**config.mk**
```make
export PLATFORM = sky130hd
export DESIGN_NAME = vmem_fill
export DESIGN_NICKNAME = d
export VERILOG_FILES = /design/src/rtl/vmem_fill.sv
export SDC_FILE = /design/constraint.sdc
export NUM_CORES = 1
export LEC_CHECK = 0
export CORE_ASPECT_RATIO = 1.1
export CORE_UTILIZATION = 49
export CTS_CLUSTER_DIAMETER = 80
export CTS_CLUSTER_SIZE = 40
export DETAILED_ROUTE_END_ITERATION = 8
export PLACE_DENSITY = 0.77
export SLEW_MARGIN = 10
export SYNTH_ARGS = -nofsm -noshare
export SYNTH_HDL_FRONTEND = slang
export SYNTH_SLANG_ARGS = --single-unit
```
**constraint.sdc**
```tcl
create_clock -name clk -period 2.9 [get_ports clk]
set_input_delay 0.87 -clock clk [delete_from_list [all_inputs] [get_ports clk]]
set_output_delay 0.87 -clock clk [all_outputs]
set_load 0.02 [all_outputs]
```
**src/rtl/vmem_fill.sv**
```systemverilog
// Rectangle fill engine: one command in, one framebuffer write per pixel out, row-major.
// Latency: accept -> SETUP (1 cycle) -> first write; done pulses the cycle after the last write transfer.
// Backpressure: wr_ready low holds the current write stable; cmd_ready is low whenever a command is in flight.
// Optional VMEM_FILL_CLIP_EN clips the rectangle to the 640x480 visible area; otherwise addresses wrap.
module vmem_fill (
    input  logic        clk,
    input  logic        rst,
    input  logic        cmd_valid,
    output logic        cmd_ready,
    input  logic [9:0]  cmd_x,
    input  logic [8:0]  cmd_y,
    input  logic [9:0]  cmd_w,
    input  logic [8:0]  cmd_h,
    input  logic [23:0] cmd_color,
    output logic        wr_en,
    input  logic        wr_ready,
    output logic [9:0]  wr_h_addr,
    output logic [8:0]  wr_v_addr,
    output logic [23:0] wr_data,
    output logic        busy,
    output logic        done
);

    typedef enum logic [1:0] {IDLE, SETUP, FILL, DONE} state_t;

    state_t      state;
    logic [9:0]  x_q;
    logic [8:0]  y_q;
    logic [9:0]  w_q;
    logic [8:0]  h_q;
    logic [23:0] color_q;
    logic [9:0]  ew;
    logic [8:0]  eh;
    logic [9:0]  col;
    logic [8:0]  row;
    logic [9:0]  ew_calc;
    logic [8:0]  eh_calc;

`ifdef VMEM_FILL_CLIP_EN
    localparam logic [9:0] H_RES = 10'd640;
    localparam logic [8:0] V_RES = 9'd480;

    logic [9:0] h_room;
    logic [8:0] v_room;

    always_comb begin
        h_room  = H_RES - x_q;
        v_room  = V_RES - y_q;
        ew_calc = w_q;
        eh_calc = h_q;
        if (x_q >= H_RES || y_q >= V_RES) begin
            ew_calc = '0;
            eh_calc = '0;
        end else begin
            if (h_room < w_q) ew_calc = h_room;
            if (v_room < h_q) eh_calc = v_room;
        end
    end
`else
    // Unclipped: the caller owns bounds; 10/9-bit sums wrap naturally.
    assign ew_calc = w_q;
    assign eh_calc = h_q;
`endif

    always_ff @(posedge clk) begin
        if (!rst) begin
            state     <= IDLE;
            cmd_ready <= 1'b1;
            wr_en     <= 1'b0;
            busy      <= 1'b0;
            done      <= 1'b0;
            wr_h_addr <= '0;
            wr_v_addr <= '0;
            wr_data   <= '0;
            x_q       <= '0;
            y_q       <= '0;
            w_q       <= '0;
            h_q       <= '0;
            color_q   <= '0;
            ew        <= '0;
            eh        <= '0;
            col       <= '0;
            row       <= '0;
        end else begin
            case (state)
                IDLE: begin
                    if (cmd_valid && cmd_ready) begin
                        x_q       <= cmd_x;
                        y_q       <= cmd_y;
                        w_q       <= cmd_w;
                        h_q       <= cmd_h;
                        color_q   <= cmd_color;
                        cmd_ready <= 1'b0;
                        busy      <= 1'b1;
                        state     <= SETUP;
                    end
                end
                SETUP: begin
                    ew  <= ew_calc;
                    eh  <= eh_calc;
                    col <= '0;
                    row <= '0;
                    if (ew_calc == '0 || eh_calc == '0) begin
                        done  <= 1'b1;
                        state <= DONE;
                    end else begin
                        wr_en     <= 1'b1;
                        wr_h_addr <= x_q;
                        wr_v_addr <= y_q;
                        wr_data   <= color_q;
                        state     <= FILL;
                    end
                end
                FILL: begin
                    if (wr_ready) begin
                        if (col == ew - 10'd1) begin
                            col <= '0;
                            if (row == eh - 9'd1) begin
                                wr_en <= 1'b0;
                                done  <= 1'b1;
                                state <= DONE;
                            end else begin
                                row       <= row + 9'd1;
                                wr_h_addr <= x_q;
                                wr_v_addr <= y_q + row + 9'd1;
                            end
                        end else begin
                            col       <= col + 10'd1;
                            wr_h_addr <= x_q + col + 10'd1;
                        end
                    end
                end
                DONE: begin
                    done      <= 1'b0;
                    busy      <= 1'b0;
                    cmd_ready <= 1'b1;
                    state     <= IDLE;
                end
                default: state <= IDLE;
            endcase
        end
    end

endmodule

```
==> results of run 1 <==
==> flip-flops by register name, indices dropped and copies added (netlist names), 10 cells and up <==
name / cells
col: 10
color_q: 24
ew: 10
ew_calc: 10
wr_data: 24
wr_h_addr: 10
x_q: 10
==> through the flow <==
stage / hold WS [ns] / cell area (sq um) / power (mW) / std cells / worst slack [ns]
2_1_floorplan: 0.432 / 7290 / 4.12 / 911 / 0.0993
3_3_place_gp: 0.438 / 8680 / 4.87 / 1192 / 0.196
3_5_place_dp: 0.445 / 8680 / 4.92 / 1192 / 0.112
4_1_cts: 0.453 / 9250 / 7.04 / 1222 / 0.0105
5_1_grt: 0.468 / 9300 / 7.42 / 1225 / 0.00728
6_report: 0.451 / 9300 / 7.02 / 1225 / 0.201
==> metal layers <==
layer	GRT usage (%)	up-vias
met3	7.65	19
met5	0	-
met1	27.8	2970
met2	40.0	188
met4	9.35	0
li1	-	3333
==> worst min-delay path by stage <==
| stage | from | end | depth (start not counted) |
|---|---|---|---|
| 3_5_place_dp | color_q[20] | wr_data[20] | 2 |
| 3_3_place_gp | color_q[7] | wr_data[7] | 2 |
| 4_1_cts | color_q[20] | wr_data[20] | 2 |
| 2_1_floorplan | color_q[0] | wr_data[0] | 2 |
| 6_report | color_q[0] | wr_data[0] | 2 |
| 5_1_grt | color_q[16] | color_q[16] | 2 |
==> cell type report <==
class                      instances  area [sq um]  share of cell area, %
clock buffer                      21           460                   4.95
clock inverter                     9           105                   1.13
inverter                          29           110                   1.18
multi-input combinational        683          4020                   43.2
sequential                       149          2980                   32.1
tap                              192           240                   2.58
timing repair buffer             142          1380                   14.8
==> cell usage after synthesis, types with 4 or more instances <==
cell and instances:
o2111ai_1 4, ha_1 25, inv_1 29, and3_1 4
mux2_2 4, dfxtp_1 149, a21oi_1 112, a211oi_1 4
mux2i_1 33, o211ai_1 8, nor4_1 6, nand2b_1 8
a311oi_1 9, o21ai_0 14, nor2b_1 11, xor2_1 14
nor3_1 12, nand3_1 12, nand4_1 6, and2_1 4
a2111o_1 4, buf_2 5, xnor2_1 27, or2_2 7
nand2_1 239, buf_1 5, a31oi_1 5, nor2_1 56
clkbuf_1 39
==> power by group through the flow <==
stage	combinational, mW	clock (mW)	sequential (mW)
6_report	2.32	2.13	2.57
5_1_grt	2.57	2.24	2.61
4_1_cts	2.32	2.15	2.57
3_5_place_dp	2.31	0	2.61
3_3_place_gp	2.27	0	2.60
2_1_floorplan	1.44	0	2.67
==> worst max-delay path, cell delays in order, from the launching register on <==
cell,delay [ns]
dfxtp_1,0.38
inv_1,0.06
ha_1,0.20
nor2b_1,0.13
or3_1,0.34
a31o_2,0.23
nor4_1,0.27
buf_4,0.16
nand4bb_1,0.19
o41ai_1,0.44
mux2i_1,0.23
==> cell families (layout without fill, tap and decap cells) <==
group                    after synthesis  after routing  share of synthesized area, %
adder cells (fa/ha/maj)               27             27                          4.84
AND/OR/NAND/NOR                      384            384                          23.3
buffers and inverters                 79            201                          4.26
AO/OA/AOI/OAI                        192            192                          16.1
XOR/XNOR                              42             42                          5.24
flip-flops                           149            149                          40.9
multiplexers                          38             38                          5.36
==> timing repair <==
item / 4_1_cts / 5_1_grt
pin swaps: 0 / 3
buffers inserted: 0 / 3
gates resized for setup: 1 / 6
endpoints found under the setup margin: 1 / 15
==> flow_metrics.env, run 1 <==
export IMPL_syn_inst=911
export IMPL_r2r_start="eh[1]"
export IMPL_cts_sinks=149
export IMPL_yosysWarnings=0
export IMPL_cts_buffers=17
export IMPL_synthTopCellsByArea="dfxtp_1 (41%), nand2_1 (12%), a21oi_1 (7.7%)"
export IMPL_layout_commonest_cell="nand2_1"
export IMPL_clkTransAtPathRegs_ns=0.06
export IMPL_worstPathArrival_ns=3.05
export IMPL_r2r_end="done"
export IMPL_drtPass1Iterations=4
export IMPL_routed_wl_mm=17.3
export IMPL_portBuffers=112
export IMPL_drive_gt1_share_pct=8.13
export IMPL_viasPerCell=5.31
export IMPL_p_clk_share_pct=30.3
export IMPL_grt_pass1_vias=6199
export IMPL_ioPinCount=113
export IMPL_synth_edf_count=0
export IMPL_rows=46
export IMPL_vias=6510
export IMPL_die_x_um=118
export IMPL_hold_viol_final=0
export IMPL_finalCriticalPeriod_ns=2.70
export IMPL_finalCritPeriodShare_pct=93.1
export IMPL_skew_ns=0.00602
export IMPL_coreArea_sq_um=14400
export IMPL_status="finished clean"
export IMPL_final_setup_tns_ns=0
export IMPL_fin_util_pct=64.3
export IMPL_die_y_um=130
export IMPL_clkLatencyLatePin_ns=0.43
export IMPL_syn_num_nets=1004
export IMPL_grt_overflow=0
export IMPL_setup_viol=0
export IMPL_gp_congestion=0.824
export IMPL_ir_drop_uv=443
export IMPL_async_reset_ff_share_pct=0
export IMPL_cp_startpoint="eh[1]"
export IMPL_fillers=1246
export IMPL_startpoint_type="flip-flop"
export IMPL_leakage_nw=3.54
export IMPL_synth_avg_cell_area_sq_um=8.00
export IMPL_reg2reg_depth=10
export IMPL_dr_wl_met3_mm=1.39
export IMPL_maxCapViolations=0
export IMPL_crit_fanout=5
export IMPL_h_tree_depth=4
export IMPL_drtIter0Drc=370
export IMPL_ys_seq_elements=149
export IMPL_final_nets=1115
export IMPL_critPathCaptureType="flip-flop"
export IMPL_swShare_pct=33.8
export IMPL_maxSlewViolCount=0
export IMPL_grt_pass1_wl_mm=29.1
export IMPL_die_area_sq_um=15400
export IMPL_critPathRequiredTime_ns=3.25
export IMPL_cts_root_buf="clkbuf_16"
export IMPL_hpwlAfterDp_mm=12.0
export IMPL_synth_flop_cell="dfxtp_1"
export IMPL_p_per_area_nw_per_um2=755
export IMPL_ant_nets=0
export IMPL_cts_max_path_buffers=2
export IMPL_p_seq_share_pct=36.6
export IMPL_maxClockFrequency_ghz=0.371
export IMPL_wl_met2_mm=7.84
export IMPL_hp_class="reg -> reg"
export IMPL_top_layer_used="met4"
export IMPL_synth_top_cell_by_area="dfxtp_1"
export IMPL_start_util_pct=50.5
export IMPL_grt_antenna_before_repair=0
export IMPL_grt_max_degree=79
export IMPL_p_int_mw=4.65
export IMPL_drc=0
export IMPL_cts_hold_buf=0
export IMPL_syn_area_sq_um=7290
export IMPL_area_growth_pct=27.5
export IMPL_r2r_setup_slack_ns=0.20
export IMPL_power_share_combinational_pct=33.1
export IMPL_synth_top_area_share_pct=40.9
export IMPL_rsz0062_at_grt="no"
export IMPL_ys_seq_area_share_pct=40.9
export IMPL_wl_met1_mm=7.82
export IMPL_endpoint="done"
export IMPL_worst_pin_slew_ns=0.538
export IMPL_diodes=0
export IMPL_relSlewSlack_pct=64.2
export IMPL_critical_path_class="reg -> reg"
export IMPL_p_sw_mw=2.37
export IMPL_synth_cell_type_count=62
export IMPL_grt_usage_pct=23.6
export IMPL_cts_tree="done"
export IMPL_wl_per_cell_um=14.2
export IMPL_final_cell_mix="nand2_1 (239), dfxtp_1 (148), a21oi_1 (112), clkdlybuf4s50_1 (112), nor2_1 (56)"
Note: power is estimated with default switching activity, not from simulation.
==> run 2, diff against run 1 <==
--- a/config.mk
+++ b/config.mk
@@ -5,6 +5,8 @@
 export SDC_FILE = /design/constraint.sdc
 export NUM_CORES = 1
 export LEC_CHECK = 0
+export ABC_AREA = 1
+export CAP_MARGIN = 20
 export CORE_ASPECT_RATIO = 1.1
 export CORE_UTILIZATION = 49
 export CTS_CLUSTER_DIAMETER = 80
==> run 2 against run 1 <==
  * Setup slack improved by 0.21 ns
  * Sequential power is 18% higher
  * Global-route usage rose by 0.77 points
  * Clock skew grew 0.014 ns
  * Power increased by 30%
==> flow_metrics.env, run 2 <==
export IMPL_status="finished clean"
export IMPL_die_x_um=118
export IMPL_p_int_mw=5.44
export IMPL_area_growth_pct=25.7
export IMPL_gp_congestion=0.910
export IMPL_viasPerCell=5.12
export IMPL_grt_pass1_wl_mm=30.0
export IMPL_p_clk_share_pct=24.6
export IMPL_crit_fanout=15
export IMPL_drtPass1Iterations=5
export IMPL_timing_critical_path_slowest_stage_cell="dfxtp_1"
export IMPL_crit_family="simple AND/OR/NAND/NOR gates"
export IMPL_leakage_nw=4.00
export IMPL_hold_depth=2
export IMPL_ant_nets=0
export IMPL_synth_edf_count=0
export IMPL_finalCriticalPeriod_ns=2.49
export IMPL_r2r_start="ew[0]"
export IMPL_ioPinCount=113
export IMPL_skew_ns=0.0198
export IMPL_cp_startpoint="ew[0]"
export IMPL_critPathBufInv=3
export IMPL_finalCritPeriodShare_pct=85.9
export IMPL_coreArea_sq_um=14400
export IMPL_p_per_area_nw_per_um2=994
export IMPL_drive_gt1_share_pct=6.57
export IMPL_largestRegisters="color_q (24), wr_data (24)"
export IMPL_postCtsSetupBuffers=0
export IMPL_startpoint_type="flip-flop"
export IMPL_cts_tree="done"
export IMPL_crit_chain="inv_2, ha_1, nand2_1, inv_1, nor2_1, nand2_1, nor2_1, nand3_1, nor2_1, nand3_2, nand2_2, nand3_4, nand2_2, inv_1, nor2_1, nor2_1"
export IMPL_routed_wl_mm=17.8
export IMPL_die_area_sq_um=15300
export IMPL_worst_pin_slew_ns=0.489
export IMPL_synth_flop_cell="dfxtp_1"
export IMPL_start_util_pct=50.4
export IMPL_crit_path_frequent_cell="nor2_1"
export IMPL_ys_seq_area_share_pct=41.0
export IMPL_yosysMostFrequentCell="nor2_1"
export IMPL_ys_seq_elements=149
export IMPL_clkTransAtPathRegs_ns=0.06
export IMPL_grt_overflow=0
export IMPL_drc=0
export IMPL_yosysWarnings=0
export IMPL_swShare_pct=40.2
export IMPL_portBuffers=112
export IMPL_hold_viol_final=0
export IMPL_syn_num_nets=1137
export IMPL_cts_root_buf="clkbuf_16"
export IMPL_crit_path_max_incr_delay_ns=0.40
export IMPL_async_reset_ff_share_pct=0
export IMPL_rsz0062_at_grt="no"
export IMPL_grt_usage_pct=24.4
export IMPL_cts_sinks=149
export IMPL_syn_area_sq_um=7280
export IMPL_final_nets=1237
export IMPL_h_tree_depth=4
export IMPL_vias=6903
export IMPL_drtIter0Drc=465
export IMPL_grt_max_degree=58
export IMPL_reg2reg_depth=16
export IMPL_cts_hold_buf=0
export IMPL_layout_commonest_cell="nor2_1"
export IMPL_synth_cell_type_count=38
export IMPL_maxCapViolations=0
export IMPL_final_setup_tns_ns=0
export IMPL_maxClockFrequency_ghz=0.401
export IMPL_diodes=0
export IMPL_cts_resized=0
export IMPL_crit_cells=16
export IMPL_wl_per_cell_um=13.2
export IMPL_p_seq_share_pct=33.4
export IMPL_critical_path_class="reg -> reg"
export IMPL_grt_antenna_before_repair=0
export IMPL_min_from="done"
export IMPL_critPathCaptureType="flip-flop"
export IMPL_critPathRequiredTime_ns=3.23
export IMPL_grt_pass1_vias=6411
export IMPL_setup_viol=0
export IMPL_power_share_combinational_pct=42.0
export IMPL_rows=46
export IMPL_worstPathArrival_ns=2.82
export IMPL_clkLatencyLatePin_ns=0.44
export IMPL_hpwlAfterDp_mm=12.6
export IMPL_relSlewSlack_pct=67.1
export IMPL_hold_worst_slack_ns=0.442
export IMPL_cts_max_path_buffers=2
export IMPL_die_y_um=130
export IMPL_p_sw_mw=3.66
export IMPL_synth_avg_cell_area_sq_um=6.97
export IMPL_hp_class="reg -> reg"
export IMPL_final_cell_mix="nor2_1 (185), nand2_1 (173), dfxtp_1 (149)"
export IMPL_ir_drop_uv=633
export IMPL_maxSlewViolCount=0
export IMPL_yosys_top_cells_count="nor2_1 (185), nand2_1 (173), dfxtp_1 (149)"
export IMPL_cts_buffers=17
export IMPL_synthTopCellsByArea="dfxtp_1 (41%), nor2_1 (9.5%), nand2_1 (8.9%)"
export IMPL_synth_top_cell_by_area="dfxtp_1"
export IMPL_syn_inst=1044
export IMPL_synth_top_area_share_pct=41.0
run 2: cell count changes in the layout (fill, tap and decap cells not counted), moves of 9 or more:
cell / previous run / this run
a311oi_1: 9 / 0
nor2_1: 56 / 185
mux2i_1: 33 / 0
o21ai_0: 13 / 129
inv_2: 0 / 15
nor2b_1: 11 / 0
buf_4: 27 / 13
inv_1: 28 / 92
nand3_1: 11 / 48
a21oi_1: 112 / 88
xnor2_1: 27 / 7
nand2_1: 239 / 173
run 2: path summary, 6_finish.rpt:
check	slack [ns]	end
setup reg to reg	0.41	wr_h_addr[4]
setup / recovery	0.41	wr_h_addr[4]
hold reg to reg	0.44	done
hold / removal	0.44	done
run 2: through the flow:
step	utilization, %	worst slack [ns]	area, sq um	cells	power [mW]
final	63.3	0.408	9150	1349	9.10
after global routing	63.3	0.0984	9150	1349	9.81
after CTS	63.3	0.421	9150	1349	9.14
after detailed placement	59.2	0.181	8550	1317	6.85
after global placement	59.2	0.244	8550	1317	6.79
after floorplan	-	0.835	7280	1044	5.69
run 2: cell type report:
class                           count  area (sq um)
Fill cell                        1280          5300
Multi-Input combinational cell    744          3710
Sequential cell                   149          2980
Timing Repair Buffer              125          1210
Clock buffer                       22           484
Inverter                          107           402
Tap cell                          192           240
Clock inverter                     10           120
run 2: cell families (layout without fill, tap and decap cells):
kind of cell / count (synthesis) / after routing / synth area share, %
AND/OR/NAND/NOR: 450 / 450 / 25.7
AO/OA/AOI/OAI: 238 / 238 / 16.8
buffers and inverters: 151 / 264 / 8.13
flip-flops: 149 / 149 / 41.0
XOR/XNOR: 29 / 29 / 3.49
adder cells (fa/ha/maj): 27 / 27 / 4.85
run 2: layer usage:
metal / global-route usage, % / vias up / share of wire [%]
li1: - / 3591 / -
met1: 30.5 / 3119 / 46
met2: 40.4 / 162 / 46
met3: 6.21 / 31 / 5.5
met4: 9.65 / 0 / 2.2
met5: 0 / - / 0
run 2: power groups by stage:
| stage | Sequential [mW] | Combinational [mW] | Clock (mW) |
|---|---|---|---|
| after global routing | 3.10 | 4.34 | 2.37 |
| after detailed placement | 3.06 | 3.79 | 0 |
| after floorplan | 3.22 | 2.47 | 0 |
| after CTS | 3.04 | 3.83 | 2.28 |
| final | 3.04 | 3.82 | 2.24 |
| after global placement | 3.06 | 3.73 | 0 |
run 2: tightest hold or removal path: stages, from the launching register on:
cell	delay [ns]
dfxtp_1	0.31
inv_1	0.04
a21oi_1	0.05
==> run 3, diff against run 2 <==
--- a/config.mk
+++ b/config.mk
@@ -13,6 +13,7 @@
 export CTS_CLUSTER_SIZE = 40
 export DETAILED_ROUTE_END_ITERATION = 8
 export PLACE_DENSITY = 0.77
+export REMOVE_ABC_BUFFERS = 1
 export SLEW_MARGIN = 10
 export SYNTH_ARGS = -nofsm -noshare
 export SYNTH_HDL_FRONTEND = slang
==> run 3 against run 2 <==
  * Sequential power decreased by 1%
  * Via count shrank 2.0%
  * Wire length is 6.4% lower
  * Global-route usage fell by 1.8 points
  * Hold slack improved by 0.018 ns
  * Combinational power about the same
  * Setup slack gained 0.046 ns
  * Sequential share of layout area shrank 0.071 points
  * Critical path type unchanged
  * Critical endpoint is now wr_h_addr[2]
  * Largest cell class unchanged
  * Largest power group unchanged
==> flow_metrics.env, run 3 (synthesized netlist as in run 2, its figures left out) <==
export IMPL_cts_resized=0
export IMPL_p_per_area_nw_per_um2=987
export IMPL_hpwlAfterDp_mm=11.5
export IMPL_ir_drop_uv=606
export IMPL_cts_sinks=149
export IMPL_worst_pin_slew_ns=0.515
export IMPL_crit_path_max_incr_delay_ns=0.35
export IMPL_rows=46
export IMPL_skew_ns=0.00932
export IMPL_r2r_end="wr_h_addr[2]"
export IMPL_postCtsSetupBuffers=0
export IMPL_drtIter0Drc=315
export IMPL_die_y_um=130
export IMPL_final_cell_mix="nor2_1 (185), nand2_1 (173), dfxtp_1 (149)"
export IMPL_reg2reg_depth=16
export IMPL_maxCapViolations=0
export IMPL_hp_class="reg -> reg"
export IMPL_portBuffers=112
export IMPL_timing_critical_path_slowest_stage_cell="dfxtp_1"
export IMPL_grt_max_degree=93
export IMPL_critPathCaptureType="flip-flop"
export IMPL_die_x_um=118
export IMPL_worstPathArrival_ns=2.76
export IMPL_crit_cells=16
export IMPL_cts_hold_buf=0
export IMPL_critPathRequiredTime_ns=3.22
export IMPL_maxSlewViolCount=0
export IMPL_cts_max_path_buffers=2
export IMPL_cts_tree="done"
export IMPL_placed_area_sq_um=8570
export IMPL_cts_buffers=17
export IMPL_wl_per_cell_um=12.3
export IMPL_clkLatencyLatePin_ns=0.42
export IMPL_routed_wl_mm=16.7
export IMPL_cts_root_buf="clkbuf_16"
export IMPL_hold_viol_final=0
export IMPL_critPathBufInv=3
export IMPL_area_growth_pct=26.0
export IMPL_drive_gt1_share_pct=6.65
export IMPL_coreArea_sq_um=14400
export IMPL_r2r_setup_slack_ns=0.45
export IMPL_relSlewSlack_pct=65.3
export IMPL_startpoint_type="flip-flop"
export IMPL_finalCritPeriodShare_pct=84.4
export IMPL_layout_commonest_cell="nor2_1"
export IMPL_grt_overflow=0
export IMPL_setup_viol=0
export IMPL_r2r_start="ew[0]"
export IMPL_grt_antenna_before_repair=0
export IMPL_crit_path_frequent_cell="nor2_1"
export IMPL_rsz0062_at_grt="no"
export IMPL_crit_fanout=15
export IMPL_status="finished clean"
export IMPL_clkTransAtPathRegs_ns=0.06
export IMPL_diodes=0
export IMPL_fin_area_sq_um=9170
export IMPL_maxClockFrequency_ghz=0.409
export IMPL_gp_congestion=0.863
export IMPL_start_util_pct=50.4
export IMPL_hold_worst_slack_ns=0.460
export IMPL_finalPower_mw=9.05
export IMPL_vias=6765
export IMPL_final_nets=1238
export IMPL_drc=0
export IMPL_largestRegisters="color_q (24), wr_data (24)"
export IMPL_drtPass1Iterations=5
export IMPL_grt_usage_pct=22.6
export IMPL_grt_pass1_vias=6231
export IMPL_cp_startpoint="ew[0]"
export IMPL_critical_path_class="reg -> reg"
export IMPL_crit_chain="inv_2, ha_1, nand2_1, inv_1, nor2_1, nand2_1, nor2_1, nand3_1, nor2_1, nand3_2, nand2_2, nand3_4, nand2_2, inv_1, nor2_1, nor2_1"
export IMPL_fillers=1274
export IMPL_die_area_sq_um=15300
export IMPL_h_tree_depth=4
export IMPL_ioPinCount=113
export IMPL_finalCriticalPeriod_ns=2.45
export IMPL_leakage_nw=4.00
export IMPL_grt_pass1_wl_mm=28.2
export IMPL_crit_family="simple AND/OR/NAND/NOR gates"
export IMPL_endpoint="wr_h_addr[2]"
export IMPL_ant_nets=0
export IMPL_viasPerCell=5.01
[run 3: changes by cell type in the layout (fill, tap and decap cells not counted)]
cell,before,now
buf_12,0,1
bufinv_16,2,3
clkbuf_8,4,0
clkinv_4,2,3
clkinvlp_4,2,3
inv_6,2,3
[run 3: final cells by class]
cell class	count	area [sq um]	area share, %
Tap cell	192	240	2.62
Sequential cell	149	2980	32.5
Timing Repair Buffer	126	1230	13.5
Inverter	107	402	4.38
Multi-Input combinational cell	744	3710	40.4
Clock inverter	14	175	1.91
Clock buffer	18	429	4.68
[run 3: worst min-delay path by stage]
stage	startpoint	to	slack, ns	cells after the start
3_3_place_gp	done	done	0.45	2
2_1_floorplan	x_q[9]	x_q[9]	0.44	2
4_1_cts	wr_v_addr[4]	wr_v_addr[4]	0.46	2
6_report	wr_v_addr[4]	wr_v_addr[4]	0.46	2
5_1_grt	wr_v_addr[2]	wr_v_addr[2]	0.48	2
3_5_place_dp	wr_v_addr[4]	wr_v_addr[4]	0.45	2
[run 3: per-stage QoR]
| stage | setup WS [ns] | std cells | util [%] | TNS [ns] |
|---|---|---|---|---|
| finish | 0.454 | 1350 | 63.5 | 0 |
| global placement | 0.283 | 1318 | 59.3 | 0 |
| CTS | 0.422 | 1350 | 63.5 | 0 |
| floorplan | -1.35 | 1000 | - | -77.75 |
| global route | 0.204 | 1350 | 63.5 | 0 |
| detailed placement | 0.269 | 1318 | 59.3 | 0 |
[run 3: routing by layer]
| metal | track usage (%) | routed length, um |
|---|---|---|
| met2 | 37.4 | 7480 |
| met3 | 6.25 | 1020 |
| met4 | 9.05 | 271 |
| met1 | 27.9 | 7900 |
| met5 | 0 | 0 |
[run 3: worst min-delay path, delay by kind of cell, from the launching register on]
family / cells / cell delay [ns]
AOI/OAI and AO/OA: 1 / 0.05
DFF: 1 / 0.31
and+or+nand+nor: 1 / 0.06
[run 3: power by group]
part / switching (mW) / internal, mW
Combinational: 2.35 / 1.45
Sequential: 0.367 / 2.64
Clock: 0.886 / 1.36
Total: 3.60 / 5.45
